==> src/rtl/mips_pkg.sv <==
// Shared definitions for the multicycle MIPS core: opcodes, funct codes,
// ALU control codes, controller state encoding and the raw control bundle.
// Used by the controller, the datapath and the testbench.
package mips_pkg;

  // Opcodes (IR[31:26])
  localparam logic [5:0] OP_RTYPE = 6'b000000;
  localparam logic [5:0] OP_LW    = 6'b100011;
  localparam logic [5:0] OP_SW    = 6'b101011;
  localparam logic [5:0] OP_BEQ   = 6'b000100;
  localparam logic [5:0] OP_ADDI  = 6'b001000;
  localparam logic [5:0] OP_J     = 6'b000010;

  // R-type funct codes (IR[5:0])
  localparam logic [5:0] F_ADD = 6'b100000;
  localparam logic [5:0] F_SUB = 6'b100010;
  localparam logic [5:0] F_AND = 6'b100100;
  localparam logic [5:0] F_OR  = 6'b100101;
  localparam logic [5:0] F_SLT = 6'b101010;

  // ALU control codes
  localparam logic [2:0] ALU_AND = 3'b000;
  localparam logic [2:0] ALU_OR  = 3'b001;
  localparam logic [2:0] ALU_ADD = 3'b010;
  localparam logic [2:0] ALU_SUB = 3'b110;
  localparam logic [2:0] ALU_SLT = 3'b111;

  // Controller states, 13 used of 16 encodings
  typedef enum logic [3:0] {
    S_FETCH   = 4'd0,
    S_DECODE  = 4'd1,
    S_MEMADR  = 4'd2,
    S_MEMRD   = 4'd3,
    S_MEMWB   = 4'd4,
    S_MEMWR   = 4'd5,
    S_EXECUTE = 4'd6,
    S_ALUWB   = 4'd7,
    S_BRANCH  = 4'd8,
    S_ADDIEX  = 4'd9,
    S_ADDIWB  = 4'd10,
    S_JUMP    = 4'd11,
    S_ILLEGAL = 4'd12
  } state_t;

  // ALU operation class requested by the FSM; NONE leaves alucontrol at 000
  typedef enum logic [1:0] {
    ALUOP_ADD   = 2'b00,
    ALUOP_SUB   = 2'b01,
    ALUOP_FUNCT = 2'b10,
    ALUOP_NONE  = 2'b11
  } aluop_t;

  // Raw per-state control bundle, before reset gating
  typedef struct packed {
    logic       iord;
    logic       memwrite;
    logic       irwrite;
    logic       regdst;
    logic       memtoreg;
    logic       regwrite;
    logic       alusrca;
    logic [1:0] alusrcb;
    logic [1:0] pcsrc;
    logic       pcwrite;
    logic       branch;
    aluop_t     aluop;
    logic       retire;
    logic       illegal;
  } ctrl_t;

endpackage

==> src/rtl/mips_aludec.sv <==
// ALU decoder: maps the FSM's ALU operation class plus funct to the
// 3-bit ALU control code, and flags whether an R-type funct is supported.
module mips_aludec
  import mips_pkg::*;
(
  input  aluop_t     aluop,
  input  logic [5:0] funct,
  output logic [2:0] alucontrol,
  output logic       funct_valid
);

  // Combinational decode; unsupported funct yields 000 and funct_valid=0
  always_comb begin
    alucontrol  = ALU_AND;
    funct_valid = 1'b1;
    case (aluop)
      ALUOP_ADD: alucontrol = ALU_ADD;
      ALUOP_SUB: alucontrol = ALU_SUB;
      ALUOP_FUNCT: begin
        case (funct)
          F_ADD:   alucontrol = ALU_ADD;
          F_SUB:   alucontrol = ALU_SUB;
          F_AND:   alucontrol = ALU_AND;
          F_OR:    alucontrol = ALU_OR;
          F_SLT:   alucontrol = ALU_SLT;
          default: begin
            alucontrol  = ALU_AND;
            funct_valid = 1'b0;
          end
        endcase
      end
      default: alucontrol = ALU_AND;
    endcase
  end

endmodule

==> src/rtl/mips_mc_controller.sv <==
// Multicycle MIPS control FSM: sequences fetch/decode/execute over a shared
// ALU and unified memory, counts retired instructions and flags illegal ops.
// Build option MC_HALT_EN: when defined, ILLEGAL is a terminal state left
// only by reset; otherwise ILLEGAL lasts one cycle and fetch resumes.
module mips_mc_controller
  import mips_pkg::*;
#(
  parameter int CNT_W = 32
) (
  input  logic             clk,
  input  logic             reset,
  input  logic [5:0]       op,
  input  logic [5:0]       funct,
  input  logic             zero,
  output logic             iord,
  output logic             memwrite,
  output logic             irwrite,
  output logic             regdst,
  output logic             memtoreg,
  output logic             regwrite,
  output logic             alusrca,
  output logic [1:0]       alusrcb,
  output logic [1:0]       pcsrc,
  output logic             pcen,
  output logic [2:0]       alucontrol,
  output logic             retire,
  output logic [CNT_W-1:0] retired_cnt,
  output logic             illegal
);

  state_t           state_q, state_d;
  logic [CNT_W-1:0] cnt_q, cnt_d;
  ctrl_t            ctrl;
  logic [2:0]       dec_alucontrol;
  logic             dec_funct_valid;
  logic             retire_int;

  mips_aludec u_aludec (
    .aluop       (ctrl.aluop),
    .funct       (funct),
    .alucontrol  (dec_alucontrol),
    .funct_valid (dec_funct_valid)
  );

  // State register; reset restarts at FETCH, aborting any instruction in flight
  always_ff @(posedge clk) begin
    if (reset) state_q <= S_FETCH;
    else       state_q <= state_d;
  end

  // Next-state logic
  always_comb begin
    state_d = S_FETCH;
    case (state_q)
      S_FETCH:  state_d = S_DECODE;
      S_DECODE: begin
        case (op)
          OP_LW, OP_SW: state_d = S_MEMADR;
          OP_RTYPE:     state_d = S_EXECUTE;
          OP_BEQ:       state_d = S_BRANCH;
          OP_ADDI:      state_d = S_ADDIEX;
          OP_J:         state_d = S_JUMP;
          default:      state_d = S_ILLEGAL;
        endcase
      end
      // Only lw and sw reach MEMADR, so anything but sw is a load
      S_MEMADR:  state_d = (op == OP_SW) ? S_MEMWR : S_MEMRD;
      S_MEMRD:   state_d = S_MEMWB;
      S_MEMWB:   state_d = S_FETCH;
      S_MEMWR:   state_d = S_FETCH;
      // Unsupported funct diverts before any register write happens
      S_EXECUTE: state_d = dec_funct_valid ? S_ALUWB : S_ILLEGAL;
      S_ALUWB:   state_d = S_FETCH;
      S_BRANCH:  state_d = S_FETCH;
      S_ADDIEX:  state_d = S_ADDIWB;
      S_ADDIWB:  state_d = S_FETCH;
      S_JUMP:    state_d = S_FETCH;
`ifdef MC_HALT_EN
      S_ILLEGAL: state_d = S_ILLEGAL;
`else
      // PC was already advanced in FETCH, so the bad instruction is skipped
      S_ILLEGAL: state_d = S_FETCH;
`endif
      default:   state_d = S_FETCH;
    endcase
  end

  // Moore control decode per state; unlisted controls stay 0
  always_comb begin
    ctrl       = '0;
    ctrl.aluop = ALUOP_NONE;
    case (state_q)
      S_FETCH: begin
        ctrl.irwrite = 1'b1;
        ctrl.alusrcb = 2'b01;
        ctrl.pcwrite = 1'b1;
        ctrl.aluop   = ALUOP_ADD;
      end
      S_DECODE: begin
        ctrl.alusrcb = 2'b11;
        ctrl.aluop   = ALUOP_ADD;
      end
      S_MEMADR: begin
        ctrl.alusrca = 1'b1;
        ctrl.alusrcb = 2'b10;
        ctrl.aluop   = ALUOP_ADD;
      end
      S_MEMRD: ctrl.iord = 1'b1;
      S_MEMWB: begin
        ctrl.memtoreg = 1'b1;
        ctrl.regwrite = 1'b1;
        ctrl.retire   = 1'b1;
      end
      S_MEMWR: begin
        ctrl.iord     = 1'b1;
        ctrl.memwrite = 1'b1;
        ctrl.retire   = 1'b1;
      end
      S_EXECUTE: begin
        ctrl.alusrca = 1'b1;
        ctrl.aluop   = ALUOP_FUNCT;
      end
      S_ALUWB: begin
        ctrl.regdst   = 1'b1;
        ctrl.regwrite = 1'b1;
        ctrl.retire   = 1'b1;
      end
      S_BRANCH: begin
        ctrl.alusrca = 1'b1;
        ctrl.aluop   = ALUOP_SUB;
        ctrl.pcsrc   = 2'b01;
        ctrl.branch  = 1'b1;
        ctrl.retire  = 1'b1;
      end
      S_ADDIEX: begin
        ctrl.alusrca = 1'b1;
        ctrl.alusrcb = 2'b10;
        ctrl.aluop   = ALUOP_ADD;
      end
      S_ADDIWB: begin
        ctrl.regwrite = 1'b1;
        ctrl.retire   = 1'b1;
      end
      S_JUMP: begin
        ctrl.pcsrc   = 2'b10;
        ctrl.pcwrite = 1'b1;
        ctrl.retire  = 1'b1;
      end
      S_ILLEGAL: ctrl.illegal = 1'b1;
      default: ctrl = '0;
    endcase
  end

  // Hold every output at 0 while reset is asserted so nothing is written
  assign iord        = ctrl.iord     & ~reset;
  assign memwrite    = ctrl.memwrite & ~reset;
  assign irwrite     = ctrl.irwrite  & ~reset;
  assign regdst      = ctrl.regdst   & ~reset;
  assign memtoreg    = ctrl.memtoreg & ~reset;
  assign regwrite    = ctrl.regwrite & ~reset;
  assign alusrca     = ctrl.alusrca  & ~reset;
  assign alusrcb     = reset ? 2'b00 : ctrl.alusrcb;
  assign pcsrc       = reset ? 2'b00 : ctrl.pcsrc;
  assign pcen        = (ctrl.pcwrite | (ctrl.branch & zero)) & ~reset;
  assign alucontrol  = reset ? 3'b000 : dec_alucontrol;
  assign retire_int  = ctrl.retire   & ~reset;
  assign retire      = retire_int;
  assign illegal     = ctrl.illegal  & ~reset;
  assign retired_cnt = cnt_q;

  // Retire counter next value; wraps naturally at 2^CNT_W
  always_comb begin
    cnt_d = cnt_q;
    if (retire_int) cnt_d = cnt_q + CNT_W'(1);
  end

  // Retire counter register
  always_ff @(posedge clk) begin
    if (reset) cnt_q <= '0;
    else       cnt_q <= cnt_d;
  end

endmodule

==> config.mk <==
export PLATFORM = sky130hd
export DESIGN_NAME = mips_mc_controller
export DESIGN_NICKNAME = d
export VERILOG_FILES = /design/src/rtl/mips_pkg.sv /design/src/rtl/mips_aludec.sv /design/src/rtl/mips_mc_controller.sv
export SDC_FILE = /design/constraint.sdc
export NUM_CORES = 1
export LEC_CHECK = 0
export ABC_AREA = 1
export BUFFER_PORTS_ARGS = -buffer_cell sky130_fd_sc_hd__buf_2
export CORE_MARGIN = 10
export CORE_UTILIZATION = 57
export CTS_CLUSTER_DIAMETER = 100
export CTS_CLUSTER_SIZE = 24
export DETAILED_ROUTE_END_ITERATION = 6
export GPL_ROUTABILITY_DRIVEN = 0
export PLACE_DENSITY = 0.85
export SYNTH_ARGS = -nofsm -noshare
export SYNTH_HDL_FRONTEND = slang
export SYNTH_SLANG_ARGS = --single-unit
==> constraint.sdc <==
create_clock -name clk -period 4.3 [get_ports clk]
set_input_delay 0.43 -clock clk [delete_from_list [all_inputs] [get_ports clk]]
set_output_delay 0.43 -clock clk [all_outputs]
set_load 0.05 [all_outputs]
==> impl_metrics.ini <==
[clock_network]
postCtsSetupBuffers = 0
ctsHoldBuffers = 0
cts_tree = built
clkLatencyLatePin_ns = 0.30
cts-root-buf = clkbuf_8
path_clk_slew_ns = 0.08
clk_path_buf_depth = 2
cts_buffers = 5
cts_max_level = 2
numClockSinks = 36
postCtsResizedCells = 0

[cells_and_area]
areaGrowthSynthToFinish_pct = 17.0
fillerInstances = 381
antenna_cells = 0
drive_above_1_share_pct = 16.5
final_nets = 513

[logic_synthesis]
synthesis.area_um2 = 2490
synth_edf_count = 0
async_flop_share_pct = 0
syn_nets = 451
synth_area_leaders = dfxtp_1 (29%), nand2_1 (22%), nor2_1 (14%), nand3_1 (7.2%), inv_1 (7.1%)
synth_ff_type = dfxtp_1
syn_area_per_cell_um2 = 5.73
yosysMostFrequentCell = nand2_1
synthDistinctLibCells = 26
synth_cells = 435
yosysTopAreaCellShare_pct = 28.9
synth_commonest_cells = nand2_1 (143), nor2_1 (93), inv_1 (47)
synth_top_area_cell = dfxtp_1
synth_seq_area_share_pct = 28.9
synth_warnings = 0
ys_ff_latch = 36

[sta]
fmax_mhz = 388
finClkSkew_ns = 0.00668
worst_slew_pin_slew_ns = 0.797
fin_crit_ns = 2.58
slew_headroom_pct = 46.8
rsz0062_at_grt = false
setup_tns_ns = 0
finalHoldViolCount = 0
period_share_pct = 59.9
timing.final.max_slew_violations = 0
setup_viol = 0

[power]
p_switching_mw = 0.303
p_comb_share_pct = 25.8
internal-power_mw = 0.504
ir_drop_mv = 0.249
p_per_area_nw_per_um2 = 277
p_sw_share_pct = 37.5
power_mw = 0.807
clockPowerShare_pct = 30.5
p_seq_share_pct = 43.7
power_leakage_nw = 1.33

[floorplan]
ios = 64
die_area_um2 = 7420
start_util_pct = 60.6
rows = 23
die_h_um = 86.1
coreArea_um2 = 4120
fp.dieW_um = 86.1

[critical_path]
path_max_fanout = 35
cpPeakStageDelay_ns = 0.55
cp.depth = 5
crit_path_end_kind = output port
slowest_stage = inv_1
cp_top_family = buffers and inverters
path_class = input port to output port
r2r_cells = 9
worst_setup_path_start_kind = input port
cpMostUsedCell = buf_2
crit_chain = buf_2, inv_1, nand2_4, clkinv_4, buf_2
required_ns = 3.87
cp.arrival_ns = 2.15
crit_buf_inv = 4

[detailed_routing]
wire_per_inst_um = 12.5
drc = 0
ant_nets = 0
first_pass_iters = 5
routed_via_density = 5.31
drt-total-wl_um = 6830
dr.first_iter.drc_count = 204
num_vias = 2910

[global_route]
grt_pass1_vias = 2707
grt_pass1_wl_um = 11800
grt.total_usage_pct = 18.7
antenna_found_initial = 0
grt_max_degree = 36
grt_overflow = 0

[hold_path]
min_path_cells = 1
min_path_type = flop to flop

[job]
maxCapViolCount = 0

[placement]
hpwlAfterDp_um = 5480
io_buffers = 63

[status]
outcome = completed
## registers in the layout (all words and copies together), names as in the netlist
name and count:
state_q 4, retired_cnt 32
## power groups by stage
| stage | sequential [mW] | clock, mW | combinational, mW |
|---|---|---|---|
| after detailed placement | 0.360 | 0 | 0.207 |
| after CTS | 0.353 | 0.245 | 0.209 |
| after global placement | 0.360 | 0 | 0.206 |
| after floorplan | 0.369 | 0 | 0.160 |
| after global routing | 0.354 | 0.260 | 0.228 |
| final | 0.353 | 0.246 | 0.208 |
## cell type report
class / count / area [um2] / share of cell area [%]
flip-flops and latches: 36 / 721 / 24.7
clock inverters: 3 / 18.8 / 0.644
inverters: 48 / 185 / 6.35
multi-input cells: 343 / 1550 / 53.0
clock buffers: 5 / 68.8 / 2.36
well taps: 50 / 62.6 / 2.15
repair buffers: 63 / 315 / 10.8
## layout by cell type (no fill, tap or decap), types with 2 or more instances in the layout
master / Yosys / routed
nor2_4: 4 / 4
nand2_1: 143 / 143
nand3_1: 36 / 36
nor2_1: 93 / 93
a21oi_1: 28 / 28
buf_2: 1 / 63
a31oi_1: 5 / 5
nor3_1: 3 / 3
nand3_4: 2 / 2
inv_1: 47 / 47
clkinv_2: 0 / 2
clkbuf_8: 0 / 5
dfxtp_1: 36 / 36
nand4_1: 8 / 8
o21ai_0: 7 / 7
xor2_1: 5 / 5
clkinv_4: 1 / 2
nand2_4: 2 / 2
## kinds of logic after synthesis
logic type / share of synthesized area (%)
xor+xnor: 2.11
buf+inv: 9.13
flops: 28.9
compound gates: 8.93
fa+ha+maj: 0.502
simple gates: 50.4
## metrics by stage
stage / util, % / instances / hold WS (ns) / area [um2] / setup slack (ns)
2_1_floorplan: - / 435 / 0.585 / 2490 / 2.12
4_1_cts: 70.9 / 548 / 0.500 / 2920 / 1.71
3_5_place_dp: 68.7 / 540 / 0.484 / 2830 / 1.72
3_3_place_gp: 68.7 / 540 / 0.472 / 2830 / 1.77
5_1_grt: 70.9 / 548 / 0.530 / 2920 / 1.54
6_report: 70.9 / 548 / 0.498 / 2920 / 1.72
## metal layers
metal / vias to the layer above / GRT usage (%) / share of wire (%)
li1: 1504 / - / -
met1: 1302 / 22.0 / 43
met2: 94 / 31.6 / 47
met3: 10 / 5.96 / 8.7
met4: 0 / 5.09 / 1.3
met5: - / 0 / 0
## final timing paths
check	startpoint	endpoint	slack, ns
hold / removal	retired_cnt[7]	retired_cnt[7]	0.50
hold reg to reg	retired_cnt[7]	retired_cnt[7]	0.50
setup / recovery	reset	retire	1.72
setup reg to reg	state_q[3]	retired_cnt[31]	2.40
No activity file was read; power rests on OpenSTA's default activity.
